[config.mk]
export PLATFORM = sky130hd
export DESIGN_NAME = node_update_scheduler
export DESIGN_NICKNAME = d
export VERILOG_FILES = /design/src/rtl/node_update_scheduler.sv
export SDC_FILE = /design/constraint.sdc
export NUM_CORES = 1
export LEC_CHECK = 0
export CAP_MARGIN = 0
export CELL_PAD_IN_SITES_DETAIL_PLACEMENT = 1
export CELL_PAD_IN_SITES_GLOBAL_PLACEMENT = 1
export CORE_MARGIN = 5
export CORE_UTILIZATION = 35
export CTS_BUF_LIST = sky130_fd_sc_hd__clkbuf_16
export DETAILED_ROUTE_END_ITERATION = 6
export PLACE_DENSITY = 0.9
export SYNTH_ARGS = -nofsm -noshare
export SYNTH_HDL_FRONTEND = slang
export SYNTH_SLANG_ARGS = --single-unit
[constraint.sdc]
create_clock -name clk -period 2.9 [get_ports clk]
set_input_delay 0.58 -clock clk [delete_from_list [all_inputs] [get_ports clk]]
set_output_delay 0.58 -clock clk [all_outputs]
set_load 0.1 [all_outputs]
[src/rtl/node_update_scheduler.sv]
// Node update scheduler: sweeps nodes, hands each to an update unit and writes back the result.
// Optional macro NODE_SCHED_SKIP_FIXED_EN: nodes pinned by fixed_mask are skipped.
module node_update_scheduler #(
  parameter int unsigned width         = 32,
  parameter int unsigned node_contains = 5
) (
  input  logic                     clk,
  input  logic                     rst_n,
  input  logic                     start,
  input  logic [7:0]               iterations,
  input  logic [node_contains-1:0] fixed_mask,
  output logic [width-1:0]         selector,
  output logic                     upd_valid,
  input  logic                     upd_ready,
  input  logic                     res_valid,
  input  logic [width-1:0]         res_x,
  input  logic [width-1:0]         res_y,
  output logic                     wr_en,
  output logic [7:0]               wr_node,
  output logic [width-1:0]         wr_x,
  output logic [width-1:0]         wr_y,
  output logic                     busy,
  output logic                     done,
  output logic [7:0]               sweep_cnt
);

  localparam int unsigned NODE_W = 8;

`ifdef NODE_SCHED_SKIP_FIXED_EN
  localparam logic SKIP_EN = 1'b1;
`else
  localparam logic SKIP_EN = 1'b0;
`endif

  typedef enum logic [2:0] {
    S_IDLE  = 3'd0,
    S_ISSUE = 3'd1,
    S_WAIT  = 3'd2,
    S_WRITE = 3'd3,
    S_DONE  = 3'd4
  } state_t;

  // Lowest eligible node index >= start_idx; MSB flags whether one was found.
  function automatic logic [NODE_W:0] f_find(input logic [node_contains-1:0] elig,
                                             input logic [NODE_W-1:0]        start_idx);
    logic [NODE_W:0] res;
    res = '0;
    for (int i = int'(node_contains) - 1; i >= 0; i--) begin
      if (elig[i] && (NODE_W'(i) >= start_idx)) res = {1'b1, NODE_W'(i)};
    end
    return res;
  endfunction

  state_t                   r_state, w_state_nxt;
  logic [NODE_W-1:0]        r_node, w_node_nxt;
  logic [7:0]               r_sweep, w_sweep_nxt;
  logic [7:0]               r_iter;
  logic [node_contains-1:0] r_fixed;
  logic                     w_latch;

  logic [width-1:0]         r_selector;
  logic                     r_upd_valid, r_wr_en, r_busy, r_done;
  logic [7:0]               r_wr_node;
  logic [width-1:0]         r_wr_x, r_wr_y;

  logic [node_contains-1:0] w_elig_start, w_elig_run;
  logic [NODE_W:0]          w_hit_start, w_hit_next, w_hit_first;
  logic                     w_last_sweep;

  // Fixed nodes are only masked out when the skip feature is built in.
  assign w_elig_start = ~(fixed_mask & {node_contains{SKIP_EN}});
  assign w_elig_run   = ~(r_fixed & {node_contains{SKIP_EN}});
  assign w_hit_start  = f_find(w_elig_start, '0);
  assign w_hit_first  = f_find(w_elig_run, '0);
  assign w_hit_next   = f_find(w_elig_run, NODE_W'(r_node + NODE_W'(1)));
  assign w_last_sweep = (r_sweep == 8'(r_iter - 8'd1));

  always_comb begin
    w_state_nxt = r_state;
    w_node_nxt  = r_node;
    w_sweep_nxt = r_sweep;
    w_latch     = 1'b0;
    case (r_state)
      S_IDLE: begin
        if (start) begin
          w_sweep_nxt = '0;
          w_latch     = 1'b1;
          if ((iterations != 8'd0) && w_hit_start[NODE_W]) begin
            w_node_nxt  = w_hit_start[NODE_W-1:0];
            w_state_nxt = S_ISSUE;
          end else begin
            w_state_nxt = S_DONE;
          end
        end
      end
      S_ISSUE: if (upd_ready) w_state_nxt = S_WAIT;
      S_WAIT:  if (res_valid) w_state_nxt = S_WRITE;
      S_WRITE: begin
        if (w_hit_next[NODE_W]) begin
          w_node_nxt  = w_hit_next[NODE_W-1:0];
          w_state_nxt = S_ISSUE;
        end else if (w_last_sweep) begin
          w_state_nxt = S_DONE;
        end else begin
          w_sweep_nxt = 8'(r_sweep + 8'd1);
          w_node_nxt  = w_hit_first[NODE_W-1:0];
          w_state_nxt = S_ISSUE;
        end
      end
      S_DONE:  w_state_nxt = S_IDLE;
      default: w_state_nxt = S_IDLE;
    endcase
  end

  // State, run context and registered outputs derived from the next state.
  always_ff @(posedge clk or negedge rst_n) begin
    if (!rst_n) begin
      r_state     <= S_IDLE;
      r_node      <= '0;
      r_sweep     <= '0;
      r_iter      <= '0;
      r_fixed     <= '0;
      r_selector  <= '0;
      r_upd_valid <= 1'b0;
      r_wr_en     <= 1'b0;
      r_wr_node   <= '0;
      r_wr_x      <= '0;
      r_wr_y      <= '0;
      r_busy      <= 1'b0;
      r_done      <= 1'b0;
    end else begin
      r_state     <= w_state_nxt;
      r_node      <= w_node_nxt;
      r_sweep     <= w_sweep_nxt;
      if (w_latch) begin
        r_iter  <= iterations;
        r_fixed <= fixed_mask;
      end
      r_selector  <= (w_state_nxt inside {S_ISSUE, S_WAIT, S_WRITE}) ?
                     (width'(1) << w_node_nxt) : '0;
      r_upd_valid <= (w_state_nxt == S_ISSUE);
      r_wr_en     <= (w_state_nxt == S_WRITE);
      r_busy      <= (w_state_nxt != S_IDLE);
      r_done      <= (w_state_nxt == S_DONE);
      if ((r_state == S_WAIT) && res_valid) begin
        r_wr_node <= r_node;
        r_wr_x    <= res_x;
        r_wr_y    <= res_y;
      end
    end
  end

  assign selector  = r_selector;
  assign upd_valid = r_upd_valid;
  assign wr_en     = r_wr_en;
  assign wr_node   = r_wr_node;
  assign wr_x      = r_wr_x;
  assign wr_y      = r_wr_y;
  assign busy      = r_busy;
  assign done      = r_done;
  assign sweep_cnt = r_sweep;

endmodule

==> results.toml, run 1 <==
[logic_synthesis]
post_syn_instances = 436
synth.yosys.seq_area_share_pct = 60.4
post_synth_main_area_contributors = "sky130_fd_sc_hd__dfrtp_1 60%, sky130_fd_sc_hd__mux2_2 15%, sky130_fd_sc_hd__nor2_1 2.7%"
netlist.top_cell.by_area = "sky130_fd_sc_hd__dfrtp_1"
average_footprint_of_a_synthesized_cell_um2 = 12.8
number_of_enable_flip_flop_cells_after_synthesis = 0
synth-warning-count = 0
postSynth.topFlopCell = "sky130_fd_sc_hd__dfrtp_1"
ys_async_sr_fraction_pct = 100
yosys.area.top_type_share_pct = 60.4
netlist_area_um2 = 5590
postSynthRegisterBits = 135
synthesis.nets = 524
synth.lib_cells_used.distinct = 51

[finish]
final_core_util_pct = 52.2
drive_above_1_share_pct = 38.6
post_route_insts_no_fill = 884
filler_cell_count = 1690
n_antenna_cell = 0
flow.area_growth_from_synthesis_pct = 47.1
area_of_combinational_cells_with_multiple_inputs_um2 = 2140
design.final.nets = 743
layout.cells.most_common = "sky130_fd_sc_hd__dfrtp_1"
most-common-layout-cells = "135 x sky130_fd_sc_hd__dfrtp_1, 134 x sky130_fd_sc_hd__buf_4, 75 x sky130_fd_sc_hd__clkdlybuf4s50_1"
register_area_um2 = 3380

[floorplanning]
io_pins = 198
die-height_um = 136
fp.coreArea_um2 = 15800
die_width_um = 136
floorplan.rows = 46
die-area_um2 = 18600
floorplan.initialDensity_pct = 35.4

[timing]
timing.clock.skew_ns = 0.00636
rsz_0062_raised_after_global_routing = "false"
tightest_slew_ns = 0.521
setup_violations = 0
finalWorstPathRequiredPeriod_ns = 2.72
layout_worst_path_cycle_share_pct = 93.7
fmaxAchievable_mhz = 368
finalHoldViolCount = 0
maxSlewHeadroom_pct = 65.0
setup_slack_ns = 0.181
timing.final.max_slew_violations = 0
setup-tns-final_ns = 0

[global_route]
maximum_number_of_pins_on_one_net_before_global_route_repair = 62
antenna_violations_before_repair = 0
global_route_overflow = 0
grt_use_total_pct = 18.1
grt_pass1_wl_mm = 26.2
grt_pass1_vias = 4822

[clock_tree]
cts.sinks = 135
clock-root-buffer = "sky130_fd_sc_hd__clkbuf_16"
clk_pin_slew_worst_paths_ns = 0.06
h_tree_levels = 4
clk-insertion-delay-late_ns = 0.42
clock_tree.buffer_depth = 2
numCtsBuffers = 17
cts_tree = "yes"
cts.hold.buffers_added = 0
cts_setup_buffers = 0

[detailed_routing]
wl_per_cell_um = 18.8
routed-via-count = 4312
drt_pass1_iterations = 4
routed_via_density = 4.88
final_antenna_net_count = 0
finalWirelength_mm = 16.6
dr.first_iter.drc_count = 219
drcViolationCount = 0

[worst_setup_path]
critPathCaptureType = "flip-flop"
cp.arrival_ns = 3.07
cpMaxStageDelayCell = "sky130_fd_sc_hd__dfrtp_1"
timing_worst_setup_path_type = "flip-flop to flip-flop"
r2r_start = "r_iter[1]"
critical_path.cell_chain = "inv_1, ha_1, o21bai_1, a2111oi_1, a311o_1, o211ai_4, a211o_4, a211o_1, nor2_1"
cp_max_fo = 8
crit_required_ns = 3.25
timing.critical_path.slowest_cell_delay_ns = 0.43
critPathLaunch = "r_iter[1]"
start_kind = "flip-flop"

[placement]
worst_slack_at_placement_ns = -0.0675
buffers_added_on_ports = 192
finalWeightedCongestion = 0.806
post-place-cells = 852
detailed_place_hpwl_mm = 12.5

[run_status]
outcome = "completed"

[min_path]
hold_path_class = "input port to async pin"

[flow_run]
maxCapViolCount = 0
synthesized netlist by cell type, types with 4 or more instances:
library cell and number:
sky130_fd_sc_hd__nand2b_1 5, sky130_fd_sc_hd__o21ai_0 11, sky130_fd_sc_hd__a21oi_1 6, sky130_fd_sc_hd__o21a_1 4, sky130_fd_sc_hd__nand2_1 34, sky130_fd_sc_hd__inv_1 10, sky130_fd_sc_hd__clkbuf_1 13, sky130_fd_sc_hd__a21o_1 4
sky130_fd_sc_hd__dfrtp_1 135, sky130_fd_sc_hd__nor2_1 40, sky130_fd_sc_hd__nand3_1 12, sky130_fd_sc_hd__mux2_2 72, sky130_fd_sc_hd__xnor2_1 6, sky130_fd_sc_hd__and2_1 7, sky130_fd_sc_hd__ha_1 6, sky130_fd_sc_hd__nand4_1 6
sky130_fd_sc_hd__xor2_1 4, sky130_fd_sc_hd__nor3_1 6, sky130_fd_sc_hd__or3_1 5
sequential cells by signal, indices dropped and copies added (netlist names):
name and flops:
wr_en 1, r_node 8, selector 32, upd_valid 1, wr_x 32, wr_node 8, wr_y 32, r_iter 8
r_state 3, sweep_cnt 8, done 1, busy 1
what timing repair did:
action                     4_1_cts  5_1_grt
resized for setup                0        4
hold endpoints to repair         0        0
setup endpoints to repair        0        9
routing by layer:
layer | global-route usage, % | vias up | wire length [um]
li1 | - | 1975 | -
met1 | 21.3 | 2153 | 6770
met2 | 31.3 | 156 | 8350
met3 | 5.85 | 28 | 1210
met4 | 5.88 | 0 | 289
met5 | 0 | - | 0
final cells by class:
cell class	instances	area share (%)
Sequential cell	135	41.1
Multi-Input combinational cell	277	26.0
Timing Repair Buffer	214	22.5
Clock buffer	17	5.17
Tap cell	216	3.29
Clock inverter	15	1.55
Inverter	10	0.456
final timing paths:
| check | slack, ns | cells past startpoint | to |
|---|---|---|---|
| max reg2reg | 0.18 | 9 | selector[7] |
| max in group asynchronous | 2.08 | 2 | done |
| max | 0.18 | 9 | selector[7] |
| min in group clk | 0.51 | 1 | wr_node[4] |
| min reg2reg | 0.51 | 1 | wr_node[4] |
| min | 0.1 | 1 | wr_y[24] |
through the flow:
step / instance area [um2] / hold slack, ns
2_1_floorplan: 5590 / 0.284
3_3_place_gp: 7650 / 0.490
3_5_place_dp: 7650 / 0.498
4_1_cts: 8210 / 0.0897
5_1_grt: 8220 / 0.125
6_report: 8220 / 0.0992
critical path, delay by kind of cell (launching register included):
| kind | cells | cell delay [ns] |
|---|---|---|
| compound gates | 6 | 1.73 |
| simple gates | 1 | 0.13 |
| fa+ha+maj | 1 | 0.28 |
| flops | 1 | 0.43 |
| buf+inv | 1 | 0.09 |
kinds of logic (layout without fill, tap and decap cells):
family,after synthesis,in the layout,synth area share (%)
AOI/OAI and AO/OA,54,54,8.15
muxes,72,72,14.5
and+or+nand+nor,135,135,12.3
DFF,135,135,60.4
xor gates and xnor gates,10,10,1.57
adders and majority gates,6,6,1.34
buffers and inverters,24,256,1.75
Power of run 1 is not shown: default switching activity piles up to over one toggle a cycle in this logic, so the estimate is an artifact.
==> inputs of run 2 (changes only) <==
Settings changed: ABC_CLOCK_PERIOD_IN_PS set to 2900, CORE_ASPECT_RATIO set to 0.6.
==> results.toml, run 2 (synthesis results as in run 1) <==
[global_route]
met3_usage_pct = 6.04
grt_use_total_pct = 17.9
grt_pass1_wl_mm = 26.5
antenna_violations_before_repair = 0
grt_pass1_vias = 4821
maximum_number_of_pins_on_one_net_before_global_route_repair = 61
groute.layer.met2.usage_pct = 30.2
groute.layer.met1.usage_pct = 21.6
busiest_layer = "met2"
global_route_overflow = 0

[detailed_routing]
routed-via-count = 4323
drcViolationCount = 0
drt_pass1_iterations = 4
dr.first_iter.drc_count = 234
routed_via_density = 4.97
finalWirelength_mm = 16.3
wl_per_cell_um = 18.7
final_antenna_net_count = 0

[finish]
layout.cells.most_common = "sky130_fd_sc_hd__dfrtp_1"
drive_above_1_share_pct = 39.0
flow.area_growth_from_synthesis_pct = 47.1
design.final.nets = 741
n_antenna_cell = 0
filler_cell_count = 1625
most-common-layout-cells = "134 x sky130_fd_sc_hd__dfrtp_1, 133 x sky130_fd_sc_hd__buf_4, 75 x sky130_fd_sc_hd__clkdlybuf4s50_1"

[placement]
finalWeightedCongestion = 0.777
detailed_place_hpwl_mm = 12.4
buffers_added_on_ports = 192

[timing]
layout_worst_path_cycle_share_pct = 93.3
fin_hold_ws_ns = 0.135
maxSlewHeadroom_pct = 61.7
tightest_slew_ns = 0.574
finalHoldViolCount = 0
timing.final.max_slew_violations = 0
fmaxAchievable_mhz = 370
setup-tns-final_ns = 0
timing.clock.skew_ns = 0.00874
setup_violations = 0
finalWorstPathRequiredPeriod_ns = 2.71

[floorplanning]
die-height_um = 108
io_pins = 198
floorplan.initialDensity_pct = 36.1
die_width_um = 173
fp.coreArea_um2 = 15500
die-area_um2 = 18700
floorplan.rows = 35

[worst_setup_path]
timing_worst_setup_path_type = "flip-flop to flip-flop"
cp.arrival_ns = 3.03
crit_required_ns = 3.23
timing.critical_path.slowest_cell_delay_ns = 0.43
critical_path.cell_chain = "inv_1, ha_2, o21bai_1, a2111oi_1, a311o_1, o211ai_4, a211o_4, a211o_1, nor2_1"
cpMaxStageDelayCell = "sky130_fd_sc_hd__dfrtp_1"
start_kind = "flip-flop"
cp_max_fo = 8
critPathCaptureType = "flip-flop"

[clock_tree]
numCtsBuffers = 17
cts.sinks = 135
clk_pin_slew_worst_paths_ns = 0.06
cts_tree = "yes"
h_tree_levels = 4
clock_tree.buffer_depth = 2
clk-insertion-delay-late_ns = 0.41
clock-root-buffer = "sky130_fd_sc_hd__clkbuf_16"

[run_status]
outcome = "completed"

[flow_run]
maxCapViolCount = 0

[min_path]
hold_path_class = "input port to async pin"
run 2: final timing paths:
path / to / start / cells past startpoint / slack [ns]
worst max-delay path: selector[19] / r_iter[1] / 9 / 0.19
worst min-delay path: wr_y[6] / rst_n / 1 / 0.14
worst max register to register: selector[19] / r_iter[1] / 9 / 0.19
worst min register to register: wr_node[4] / wr_node[4] / 1 / 0.51
max in group asynchronous: wr_x[20] / rst_n / 2 / 1.94
min in group clk: wr_node[4] / wr_node[4] / 1 / 0.51
run 2: layout make-up:
cell class | instances | area, um2 | area share (%)
clock buffer | 17 | 425 | 5.17
clock inverter | 15 | 168 | 2.04
inverter | 10 | 37.5 | 0.456
multi-input combinational | 277 | 2140 | 26.0
sequential | 135 | 3380 | 41.1
tap | 203 | 254 | 3.09
timing repair buffer | 212 | 1820 | 22.1
run 2: repair_timing:
item	4_1_cts	5_1_grt
resized for setup	1	5
pin swaps	0	3
hold buffers	0	0
setup endpoints to repair	2	36
setup buffers	0	2
run 2: per-layer routing:
layer  up-vias  part of all wire [%]
li1       1984                     -
met1      2183                    42
met2       144                    49
met3        12                   7.7
met4         0                   1.1
met5         -                     0
run 2: through the flow:
stage                     std cells  instance area [um2]  setup WS (ns)  utilization, %
after floorplan                 436                 5590          0.103               -
after global placement          835                 7590         0.0351            49.0
after detailed placement        835                 7590        -0.0271            49.0
after CTS                       867                 8190        0.00813            52.9
after global routing            869                 8220        -0.0145            53.1
final                           869                 8220          0.195            53.1
run 2: worst max-delay path: cells and delay by family, from the launching register on:
family / cells / cell delay, ns
AOI/OAI and AO/OA: 6 / 1.74
DFF: 1 / 0.43
adders and majority gates: 1 / 0.24
buffers and inverters: 1 / 0.10
and+or+nand+nor: 1 / 0.12
Power of run 2 is left out for the same reason.
